**src/rtl/rvvi_trace_gen_if.sv**
```systemverilog
// rvvi_trace_gen_if
//   Bundles the retire-side handshake, the trace controls and the RVVI-style
//   trace output of rvvi_trace_gen into one interface.
//
//   Signals
//     ret_valid / ret_ready    retire record handshake (core -> trace block)
//     ret_insn / ret_pc        retired instruction bits and its PC
//     ret_trap                 record is a trap rather than a normal retire
//     trace_en                 1 = emit trace, 0 = hold buffered records
//     flush                    single-cycle request to drop buffered records
//     rvvi_valid               emitted trace record valid (hart 0, slot 0)
//     rvvi_insn / rvvi_pc      emitted instruction (trimmed) and its PC
//     rvvi_trap                trap flag of emitted record
//     rvvi_compressed          emitted instruction is a 16-bit encoding
//     rvvi_order               running count of emitted records
//     fifo_count               current buffer occupancy
//
//   Modports
//     master  the retiring core / environment side
//     slave   the trace generator itself
interface rvvi_trace_gen_if #(
    parameter int XLEN  = 64,
    parameter int ILEN  = 32,
    parameter int DEPTH = 4
);
    localparam int CNT_W = $clog2(DEPTH) + 1;

    logic             ret_valid;
    logic             ret_ready;
    logic [ILEN-1:0]  ret_insn;
    logic [XLEN-1:0]  ret_pc;
    logic             ret_trap;
    logic             trace_en;
    logic             flush;
    logic             rvvi_valid;
    logic [ILEN-1:0]  rvvi_insn;
    logic [XLEN-1:0]  rvvi_pc;
    logic             rvvi_trap;
    logic             rvvi_compressed;
    logic [63:0]      rvvi_order;
    logic [CNT_W-1:0] fifo_count;

    modport master (
        output ret_valid, ret_insn, ret_pc, ret_trap, trace_en, flush,
        input  ret_ready, rvvi_valid, rvvi_insn, rvvi_pc, rvvi_trap,
               rvvi_compressed, rvvi_order, fifo_count
    );

    modport slave (
        input  ret_valid, ret_insn, ret_pc, ret_trap, trace_en, flush,
        output ret_ready, rvvi_valid, rvvi_insn, rvvi_pc, rvvi_trap,
               rvvi_compressed, rvvi_order, fifo_count
    );
endinterface

```
**src/rtl/rvvi_trace_gen.sv**
```systemverilog
// rvvi_trace_gen
//   Buffers retired-instruction records from the core in a small FIFO and
//   emits them one per clock as registered RVVI-style trace records. Emission
//   can be paused (trace_en=0) without losing buffered records, and a flush
//   drops everything buffered.
//
//   Ports
//     clk      single clock, all state changes on the rising edge
//     reset_n  asynchronous active-low reset
//     bus      rvvi_trace_gen_if.slave: retire handshake in, trace record out
//
//   state | meaning
//   ------+-----------------------------------------------------------
//   RUN   | emitting: pop one buffered record per clock when available
//   PAUSE | trace disabled: buffer holds, accepts pushes while not full
//   FLUSH | one cycle after a flush: buffer empty, ret_ready held low
module rvvi_trace_gen #(
    parameter int XLEN  = 64,
    parameter int ILEN  = 32,
    parameter int DEPTH = 4
) (
    input  logic             clk,
    input  logic             reset_n,
    rvvi_trace_gen_if.slave  bus
);
    localparam int PTR_W = $clog2(DEPTH);
    localparam int CNT_W = $clog2(DEPTH) + 1;
    localparam logic [CNT_W-1:0] DEPTH_CNT = CNT_W'(DEPTH);

    typedef enum logic [1:0] {
        RUN   = 2'd0,
        PAUSE = 2'd1,
        FLUSH = 2'd2
    } state_t;

    state_t           state_q, state_d;
    logic [PTR_W-1:0] wr_ptr_q, wr_ptr_d;
    logic [PTR_W-1:0] rd_ptr_q, rd_ptr_d;
    logic [CNT_W-1:0] count_q, count_d;

    logic [ILEN-1:0]  mem_insn_q [DEPTH];
    logic [XLEN-1:0]  mem_pc_q   [DEPTH];
    logic             mem_trap_q [DEPTH];

    logic             valid_q, valid_d;
    logic [ILEN-1:0]  insn_q, insn_d;
    logic [XLEN-1:0]  pc_q, pc_d;
    logic             trap_q, trap_d;
    logic             comp_q, comp_d;
    logic [63:0]      order_q, order_d;

    logic             ready;
    logic             push;
    logic             pop;
    logic [ILEN-1:0]  head_insn;
    logic             head_comp;

    // Ready depends only on registered state so it never loops back through
    // the core's valid logic.
    assign ready = (count_q < DEPTH_CNT) && (state_q != FLUSH);

    // A flush wins over everything: the record offered alongside it is not
    // stored, and the head record is not emitted either.
    assign push = bus.ret_valid && ready && !bus.flush;
    assign pop  = (state_q == RUN) && (count_q != '0) && !bus.flush;

    assign head_insn = mem_insn_q[rd_ptr_q];
    assign head_comp = (head_insn[1:0] != 2'b11);

    // FSM
    always_ff @(posedge clk or negedge reset_n) begin
        if (!reset_n) begin
            state_q <= RUN;
        end else begin
            state_q <= state_d;
        end
    end

    always_comb begin
        state_d = state_q;
        if (bus.flush) begin
            state_d = FLUSH;
        end else begin
            case (state_q)
                RUN:     if (!bus.trace_en) state_d = PAUSE;
                PAUSE:   if (bus.trace_en)  state_d = RUN;
                FLUSH:   state_d = bus.trace_en ? RUN : PAUSE;
                default: state_d = RUN;
            endcase
        end
    end

    // FIFO pointers and occupancy
    always_comb begin
        wr_ptr_d = wr_ptr_q;
        rd_ptr_d = rd_ptr_q;
        count_d  = count_q;
        if (bus.flush) begin
            wr_ptr_d = '0;
            rd_ptr_d = '0;
            count_d  = '0;
        end else begin
            if (push) wr_ptr_d = wr_ptr_q + PTR_W'(1);
            if (pop)  rd_ptr_d = rd_ptr_q + PTR_W'(1);
            case ({push, pop})
                2'b10:   count_d = count_q + CNT_W'(1);
                2'b01:   count_d = count_q - CNT_W'(1);
                default: count_d = count_q;
            endcase
        end
    end

    always_ff @(posedge clk or negedge reset_n) begin
        if (!reset_n) begin
            wr_ptr_q <= '0;
            rd_ptr_q <= '0;
            count_q  <= '0;
        end else begin
            wr_ptr_q <= wr_ptr_d;
            rd_ptr_q <= rd_ptr_d;
            count_q  <= count_d;
        end
    end

    // Storage needs no reset: an entry is only read after it has been written.
    always_ff @(posedge clk) begin
        if (push) begin
            mem_insn_q[wr_ptr_q] <= bus.ret_insn;
            mem_pc_q[wr_ptr_q]   <= bus.ret_pc;
            mem_trap_q[wr_ptr_q] <= bus.ret_trap;
        end
    end

    // Output record register; fields hold their last value when idle.
    always_comb begin
        valid_d = pop;
        insn_d  = insn_q;
        pc_d    = pc_q;
        trap_d  = trap_q;
        comp_d  = comp_q;
        order_d = order_q;
        if (pop) begin
            insn_d  = head_comp ? {{(ILEN-16){1'b0}}, head_insn[15:0]} : head_insn;
            pc_d    = mem_pc_q[rd_ptr_q];
            trap_d  = mem_trap_q[rd_ptr_q];
            comp_d  = head_comp;
            order_d = order_q + 64'd1;
        end
    end

    always_ff @(posedge clk or negedge reset_n) begin
        if (!reset_n) begin
            valid_q <= 1'b0;
            insn_q  <= '0;
            pc_q    <= '0;
            trap_q  <= 1'b0;
            comp_q  <= 1'b0;
            order_q <= '0;
        end else begin
            valid_q <= valid_d;
            insn_q  <= insn_d;
            pc_q    <= pc_d;
            trap_q  <= trap_d;
            comp_q  <= comp_d;
            order_q <= order_d;
        end
    end

    assign bus.ret_ready       = ready;
    assign bus.rvvi_valid      = valid_q;
    assign bus.rvvi_insn       = insn_q;
    assign bus.rvvi_pc         = pc_q;
    assign bus.rvvi_trap       = trap_q;
    assign bus.rvvi_compressed = comp_q;
    assign bus.rvvi_order      = order_q;
    assign bus.fifo_count      = count_q;

endmodule

```
**src/flat_wrapper.sv**
```systemverilog
// flat-port wrapper written by rule: the top's interface ports become plain ports
module rvvi_trace_gen_flat 
#(
    parameter int XLEN  = 64,
    parameter int ILEN  = 32,
    parameter int DEPTH = 4
)
  (clk, reset_n, bus_ret_valid, bus_ret_insn, bus_ret_pc, bus_ret_trap, bus_trace_en, bus_flush, bus_ret_ready, bus_rvvi_valid, bus_rvvi_insn, bus_rvvi_pc, bus_rvvi_trap, bus_rvvi_compressed, bus_rvvi_order, bus_fifo_count);
  rvvi_trace_gen_if #(.XLEN(XLEN), .ILEN(ILEN), .DEPTH(DEPTH)) bus_i ();
  input  logic clk;
  input  logic reset_n;
  input wire logic [$bits(bus_i.ret_valid)-1:0] bus_ret_valid;
  input wire logic [$bits(bus_i.ret_insn)-1:0] bus_ret_insn;
  input wire logic [$bits(bus_i.ret_pc)-1:0] bus_ret_pc;
  input wire logic [$bits(bus_i.ret_trap)-1:0] bus_ret_trap;
  input wire logic [$bits(bus_i.trace_en)-1:0] bus_trace_en;
  input wire logic [$bits(bus_i.flush)-1:0] bus_flush;
  output wire logic [$bits(bus_i.ret_ready)-1:0] bus_ret_ready;
  output wire logic [$bits(bus_i.rvvi_valid)-1:0] bus_rvvi_valid;
  output wire logic [$bits(bus_i.rvvi_insn)-1:0] bus_rvvi_insn;
  output wire logic [$bits(bus_i.rvvi_pc)-1:0] bus_rvvi_pc;
  output wire logic [$bits(bus_i.rvvi_trap)-1:0] bus_rvvi_trap;
  output wire logic [$bits(bus_i.rvvi_compressed)-1:0] bus_rvvi_compressed;
  output wire logic [$bits(bus_i.rvvi_order)-1:0] bus_rvvi_order;
  output wire logic [$bits(bus_i.fifo_count)-1:0] bus_fifo_count;
  assign bus_i.ret_valid = bus_ret_valid;
  assign bus_i.ret_insn = bus_ret_insn;
  assign bus_i.ret_pc = bus_ret_pc;
  assign bus_i.ret_trap = bus_ret_trap;
  assign bus_i.trace_en = bus_trace_en;
  assign bus_i.flush = bus_flush;
  assign bus_ret_ready = bus_i.ret_ready;
  assign bus_rvvi_valid = bus_i.rvvi_valid;
  assign bus_rvvi_insn = bus_i.rvvi_insn;
  assign bus_rvvi_pc = bus_i.rvvi_pc;
  assign bus_rvvi_trap = bus_i.rvvi_trap;
  assign bus_rvvi_compressed = bus_i.rvvi_compressed;
  assign bus_rvvi_order = bus_i.rvvi_order;
  assign bus_fifo_count = bus_i.fifo_count;
  rvvi_trace_gen #(.XLEN(XLEN), .ILEN(ILEN), .DEPTH(DEPTH)) u_core (.clk(clk), .reset_n(reset_n), .bus(bus_i));
endmodule
```
**config.mk**
```make
export PLATFORM = sky130hd
export DESIGN_NAME = rvvi_trace_gen_flat
export DESIGN_NICKNAME = d
export VERILOG_FILES = /design/src/rtl/rvvi_trace_gen_if.sv /design/src/rtl/rvvi_trace_gen.sv /design/src/flat_wrapper.sv
export SDC_FILE = /design/constraint.sdc
export NUM_CORES = 1
export LEC_CHECK = 0
export BUFFER_PORTS_ARGS = -buffer_cell sky130_fd_sc_hd__clkbuf_2
export CAP_MARGIN = 5
export CORE_MARGIN = 4
export CORE_UTILIZATION = 50
export CTS_BUF_LIST = sky130_fd_sc_hd__clkbuf_8 sky130_fd_sc_hd__clkbuf_16
export CTS_CLUSTER_DIAMETER = 60
export DETAILED_ROUTE_END_ITERATION = 7
export GPL_TIMING_DRIVEN = 0
export PLACE_DENSITY_LB_ADDON = 0.2
export SYNTH_ARGS = -nofsm -noshare
export SYNTH_HDL_FRONTEND = slang
export SYNTH_SLANG_ARGS = --single-unit
export TNS_END_PERCENT = 1
```
**constraint.sdc**
```tcl
create_clock -name clk -period 9.5 [get_ports clk]
set_input_delay 1.9 -clock clk [delete_from_list [all_inputs] [get_ports clk]]
set_output_delay 1.9 -clock clk [all_outputs]
set_load 0.01 [all_outputs]
```
* Word-level counts from Yosys, hierarchy flattened *
Memory sizes are Yosys's and may differ from the RTL's. A register that Yosys moved wholly into a read port is not among the register bits.
Cells that the tools add are included.
Widths: inputs -> output; s select.

word-level totals
  register bits = 107
  latch bits = 0
  memory bits (writable) = 388
  bits in read-only memories = 0
  input port bits = 102
  output and inout port bits = 167
  logic and storage cells = 53
  memories kept = 3

operators by class
  $add $sub $neg = 5
  $mul = 0
  div/mod/pow operators = 0
  magnitude comparators = 1
  equal/unequal tests = 8
  shift-type cells = 0
  multiplexer cells = 14
  bitwise operators = 0
  reductions and logical operators = 14

memory list
  name               depth  bits a word  read ports  clocked after Yosys merged registers in  wr ports  RTL line              source
  u_core.mem_pc_q    4      64           1           1                                        1         rvvi_trace_gen.sv:42  logic [XLEN-1:0] mem_pc_q [DEPTH];
  u_core.mem_insn_q  4      32           1           0                                        1         rvvi_trace_gen.sv:41  logic [ILEN-1:0] mem_insn_q [DEPTH];
  u_core.mem_trap_q  4      1            1           1                                        1         rvvi_trace_gen.sv:43  logic mem_trap_q [DEPTH];

operators by type and width
  kind                   count
  $add 64x1->64 const B  1
  $mux 32                1
  $mux 2                 7
  $ne 3x3->1 const B     2
  $pmux 2 s3             1
  $pmux 3 s2             1
  $reduce_bool 3->1      2
  $logic_and 1x1->1      5
  $add 2x1->2 const B    2
  $eq 2x1->1 const B     2
  $eq 2x2->1 const B     2
  $ne 2x2->1 const B     2
  $reduce_bool 2->1      2
  $add 3x1->3 const B    1
  $logic_not 1->1        3
  $lt 3x3->1 const B     1
  $mux 1                 3
  $mux 3                 1
  $sub 3x1->3 const B    1
  $logic_not 2->1        1
  $reduce_and 2->1       1

* Logic depth before layout (Yosys ltp) *
  depth after elaboration = 7
  mapped depth = 10
  mapped depth without buffers = 7

* Worst setup path before layout *
Ideal clock, no wire load.

  path kind = input port to flip-flop
  from = input bus_ret_valid
  to = memory u_core.mem_insn_q[0][0], enable pin
  setup time = 0.467 ns
  arrival = 4.741 ns
  required time = 9.033 ns
  setup slack = 4.292 ns
  stages = 5
  path buffers = 1
  cells stage by stage = inv_1 > a211o_1 > clkbuf_1 > nor2_1 > and2_1

between the ends
  longest elaborated chain between the ends = 4

RTL lines
  element                          RTL line               source
  from (decl)                      flat_wrapper.sv:12     input wire logic [$bits(bus_i.ret_valid)-1:0] bus_ret_valid;
  $logic_and 1x1->1 (2 in series)  rvvi_trace_gen.sv:64   assign push = bus.ret_valid && ready && !bus.flush;
  $mux 1                           rvvi_trace_gen.sv:127  if (push) begin
  $mux 1 (not written as such)     rvvi_trace_gen.sv:128  mem_insn_q[wr_ptr_q] <= bus.ret_insn;
  to (decl)                        rvvi_trace_gen.sv:41

No other way between the ends.

* Worst setup path after layout *
  from = input bus_flush
  to = register u_core.count_q[2], in the netlist u_core.bus.fifo_count[2]

between the ends
  longest elaborated chain between the ends = 5
  elaborated cells on any way between the ends = 8
  classes of those cells = 2 x eq/ne; 2 x mux; 4 x reduce/logical

RTL lines
  element                                          RTL line                                    source
  from (decl)                                      flat_wrapper.sv:17                          input wire logic [$bits(bus_i.flush)-1:0] bus_flush;
  $logic_not 1->1                                  rvvi_trace_gen.sv:64, rvvi_trace_gen.sv:65
  $logic_and 1x1->1 (on tied branches)             rvvi_trace_gen.sv:65, rvvi_trace_gen.sv:64
  $eq 2x1->1 / $eq 2x2->1 (equally long branches)  rvvi_trace_gen.sv:105                       case ({push, pop})
  $pmux 3 s2                                       rvvi_trace_gen.sv:105
  $mux 3                                           rvvi_trace_gen.sv:98                        if (bus.flush) begin
  to (signal assigned)                             rvvi_trace_gen.sv:121                       count_q <= count_d;
  to (decl)                                        rvvi_trace_gen.sv:39                        logic [CNT_W-1:0] count_q, count_d;

Several ways; a longest one is shown, not always the timed one.
A chain may end at the register's enable or synchronous reset.

==> metrics.yaml <==
clock_tree:
  post_cts_buffers: 0
  cts_resized: 0
  cts_tree: "yes"
  clkSinkCount: 560
  clk_latency_ns: 0.62
  cts_buffer_depth: 3
  root_buffer: "clkbuf_16"
  clk_pin_slew_ns: 0.06
  numCtsBuffers: 57
  ctsHoldBuffers: 0
  htree_levels: 2
drt:
  drt-total-wl_um: 45400
  ant_nets: 0
  drt_pre_antenna_iters: 5
  drc: 0
  routedWlPerCell_um: 21.0
  dr_total_vias: 11700
  drt_iter0_drc: 943
  via_per_inst: 5.39
setup_path:
  path_cells: "clkbuf_2, or3_1, clkbuf_1, clkbuf_1, a21oi_1, fa_1, nor2_1, nand3_1, a31oi_1"
  worst_setup_path_start_kind: "input port"
  r2r_slack_ns: 6.06
  rr_startpoint: "u_core.bus.fifo_count[0]$_DFFE_PN0P_"
  critPathMaxStageDelay_ns: 0.86
  required_ns: 10.02
  arrival_ns: 4.37
  cp-end-kind: "flip-flop"
  worstPathMaxFanout: 10
  crit_type: "input port to flip-flop"
  r2r_cells: 9
  crit_slowest_cell: "clkbuf_1"
  crit_top_cell: "clkbuf_1"
  r2r_end: "u_core.bus.fifo_count[2]$_DFFE_PN0P_"
synth:
  synth_area_um2: 21300
  synth_nets: 1340
  async_flop_share_pct: 30.7
  yosys_warnings: 0
  synth-edff-count: 388
  synth-seq-area-share_pct: 75.1
  ys_types: 45
  synth_ff_type: "edfxtp_1"
  netlist_instances: 1232
  synth_seq_cells: 560
  synth_area_per_cell_um2: 17.3
status:
  status: "finished, final reports clean"
min_path:
  hold_depth: 2
  holdCritStartpoint: "u_core.bus.rvvi_pc[8]$_DFFE_PN0P_"
  holdPathEnd: "u_core.bus.rvvi_pc[8]$_DFFE_PN0P_"
  hold_class: "flip-flop to flip-flop"
place:
  port_buffers: 268
  detailedPlace.worstSlack_ns: 4.95
  dpl.hpwl_um: 29400
  detailed_place.area_um2: 23500
  dp_cells: 2047
  gp_congestion: 0.798
floorplanning:
  rows: 75
  core_area_um2: 41900
  top_level_ports: 269
  die_area_um2: 45900
  start_util_pct: 50.7
  dieHeight_um: 214
  fp.dieW_um: 214
global_routing:
  grt.total_usage_pct: 20.1
  grt_max_degree: 98
  grt_use_met1_pct: 27.3
  use_met3_pct: 5.10
  grt_pass1_vias: 12100
  grt_overflow: 0
  grt_util_met2_pct: 32.5
  grt_pass1_wl_um: 71800
  antenna_found_initial: 7
  busiest_layer: "met2"
timing:
  fmax_ghz: 0.259
  period_share_pct: 40.6
  setup_viol: 0
  worst_pin_slew_ns: 1.16
  final_hold_viol_count: 0
  min_period_ns: 3.85
  grt_setup_unrepaired: "no"
  finalClockSkew_ns: 0.0241
  layout_setup_ws_ns: 5.65
  hold_ws_ns: 0.475
  fin_tns_setup_ns: 0
  finalMaxSlewViolations: 0
  max-slew-margin-rel_pct: 22.6
power:
  p_per_area_nw_per_um2: 248
  p_leak_nw: 10.2
  peakVddDrop_uv: 191
  power_mw: 6.29
cells_and_area:
  area_delta_synth_final_pct: 19.5
  drive_above_1_share_pct: 30.3
  final_cell_area_um2: 25400
  fill_cells: 3158
  instances_no_fill: 2160
  finish.utilization_pct: 60.6
  final_nets: 1675
flow_run:
  cap_violations: 0
## layout by cell type, fill, tap and decap left out, drive strengths merged, types with 2 or more instances in the layout
cell,instances
a21oi,3
a32o,16
clkinv,15
ha,5
buf,23
or3,5
nand2,273
xnor2,27
diode,5
nor3,14
edfxtp,388
xor2,41
nand3,21
dfrtp,172
mux2i,2
and4,2
nor2,25
nor4,29
clkbuf,379
mux4,97
nand4,18
bufinv,3
and2,8
and3,9
inv,32
## how the worst max path moves through the flow
stage	startpoint	end	slack, ns	depth (start not counted)
5_1_grt	bus_flush	u_core.bus.fifo_count[2]$_DFFE_PN0P_	5.48	9
2_1_floorplan	bus_ret_valid	u_core.mem_insn_q[0][0]$_DFFE_PP_	4.29	5
6_report	bus_flush	u_core.bus.fifo_count[2]$_DFFE_PN0P_	5.65	9
3_3_place_gp	bus_ret_valid	u_core.mem_pc_q[1][37]$_DFFE_PP_	2.12	6
3_5_place_dp	bus_flush	u_core.bus.fifo_count[2]$_DFFE_PN0P_	4.95	9
4_1_cts	bus_flush	u_core.bus.fifo_count[2]$_DFFE_PN0P_	5.60	9
## power breakdown
group | internal [mW] | switching (mW) | leakage, nW
Sequential | 2.87 | 0.139 | 5.75
Combinational | 0.470 | 0.621 | 3.42
Clock | 1.29 | 0.902 | 0.993
Total | 4.63 | 1.66 | 10.2
## logic make-up after synthesis
family | Yosys count | synth area share, %
xor+xnor | 68 | 2.80
flops | 560 | 75.1
simple gates | 406 | 9.02
compound gates | 24 | 0.989
fa+ha+maj | 6 | 0.389
mux | 99 | 10.4
buf+inv | 69 | 1.35
## critical path: cells and delay by family
family	cells	cell delay [ns]
adders and majority gates	1	0.40
and+or+nand+nor	3	0.34
buffers and inverters	3	1.47
AOI/OAI and AO/OA	2	0.24
## layer usage
layer  share of wire (%)  vias up
met3                 7.0       73
met4                 2.4        8
met1                  42     5943
met2                  49      316
li1                    -     5311
met5                0.11        -
## cell type report
class                           count  area (um^2)  area share, %
Multi-Input combinational cell    603         5020           19.8
Timing Repair Buffer              276         1560           6.15
Clock buffer                       72         1630           6.43
Tap cell                          539          674           2.66
Sequential cell                   560        16000           62.8
Clock inverter                     36          255           1.00
Buffer                             55          235          0.926
Inverter                           14         52.6          0.207
Antenna cell                        5         12.5         0.0493
## Yosys cell counts, types with 2 or more instances
| cell | count | area share [%] |
|---|---|---|
| buf_2 | 6 | 0.14 |
| mux4_2 | 97 | 10 |
| a32o_1 | 16 | 0.75 |
| dfrtp_1 | 172 | 20 |
| nor3_1 | 13 | 0.31 |
| a21oi_1 | 3 | 0.071 |
| xnor2_1 | 27 | 1.1 |
| nor4_4 | 6 | 0.60 |
| ha_1 | 5 | 0.29 |
| nand3_1 | 20 | 0.47 |
| nand4_4 | 2 | 0.20 |
| and3_1 | 8 | 0.24 |
| nand2_1 | 273 | 4.8 |
| nand4_1 | 15 | 0.44 |
| edfxtp_1 | 388 | 55 |
| mux2i_1 | 2 | 0.094 |
| clkbuf_1 | 38 | 0.67 |
| inv_1 | 13 | 0.23 |
| nor2_1 | 25 | 0.44 |
| xor2_1 | 41 | 1.7 |
| and2_2 | 2 | 0.071 |
| or3_1 | 5 | 0.15 |
| and2_1 | 6 | 0.18 |
| nor4_1 | 21 | 0.62 |
| buf_1 | 7 | 0.12 |
| nor4_2 | 2 | 0.12 |
## sequential cells by signal, indices dropped and copies added (netlist names)
signal,cells
u_core.state_q,2
u_core.bus.rvvi_pc,64
u_core.wr_ptr_q,2
u_core.bus.rvvi_trap,1
u_core.mem_trap_q,4
u_core.bus.rvvi_compressed,1
u_core.bus.rvvi_valid,1
u_core.bus.rvvi_order,64
u_core.bus.rvvi_insn,32
u_core.mem_insn_q,128
u_core.bus.fifo_count,3
u_core.rd_ptr_q,2
u_core.mem_pc_q,256
Power figures use the tool's default switching activity.
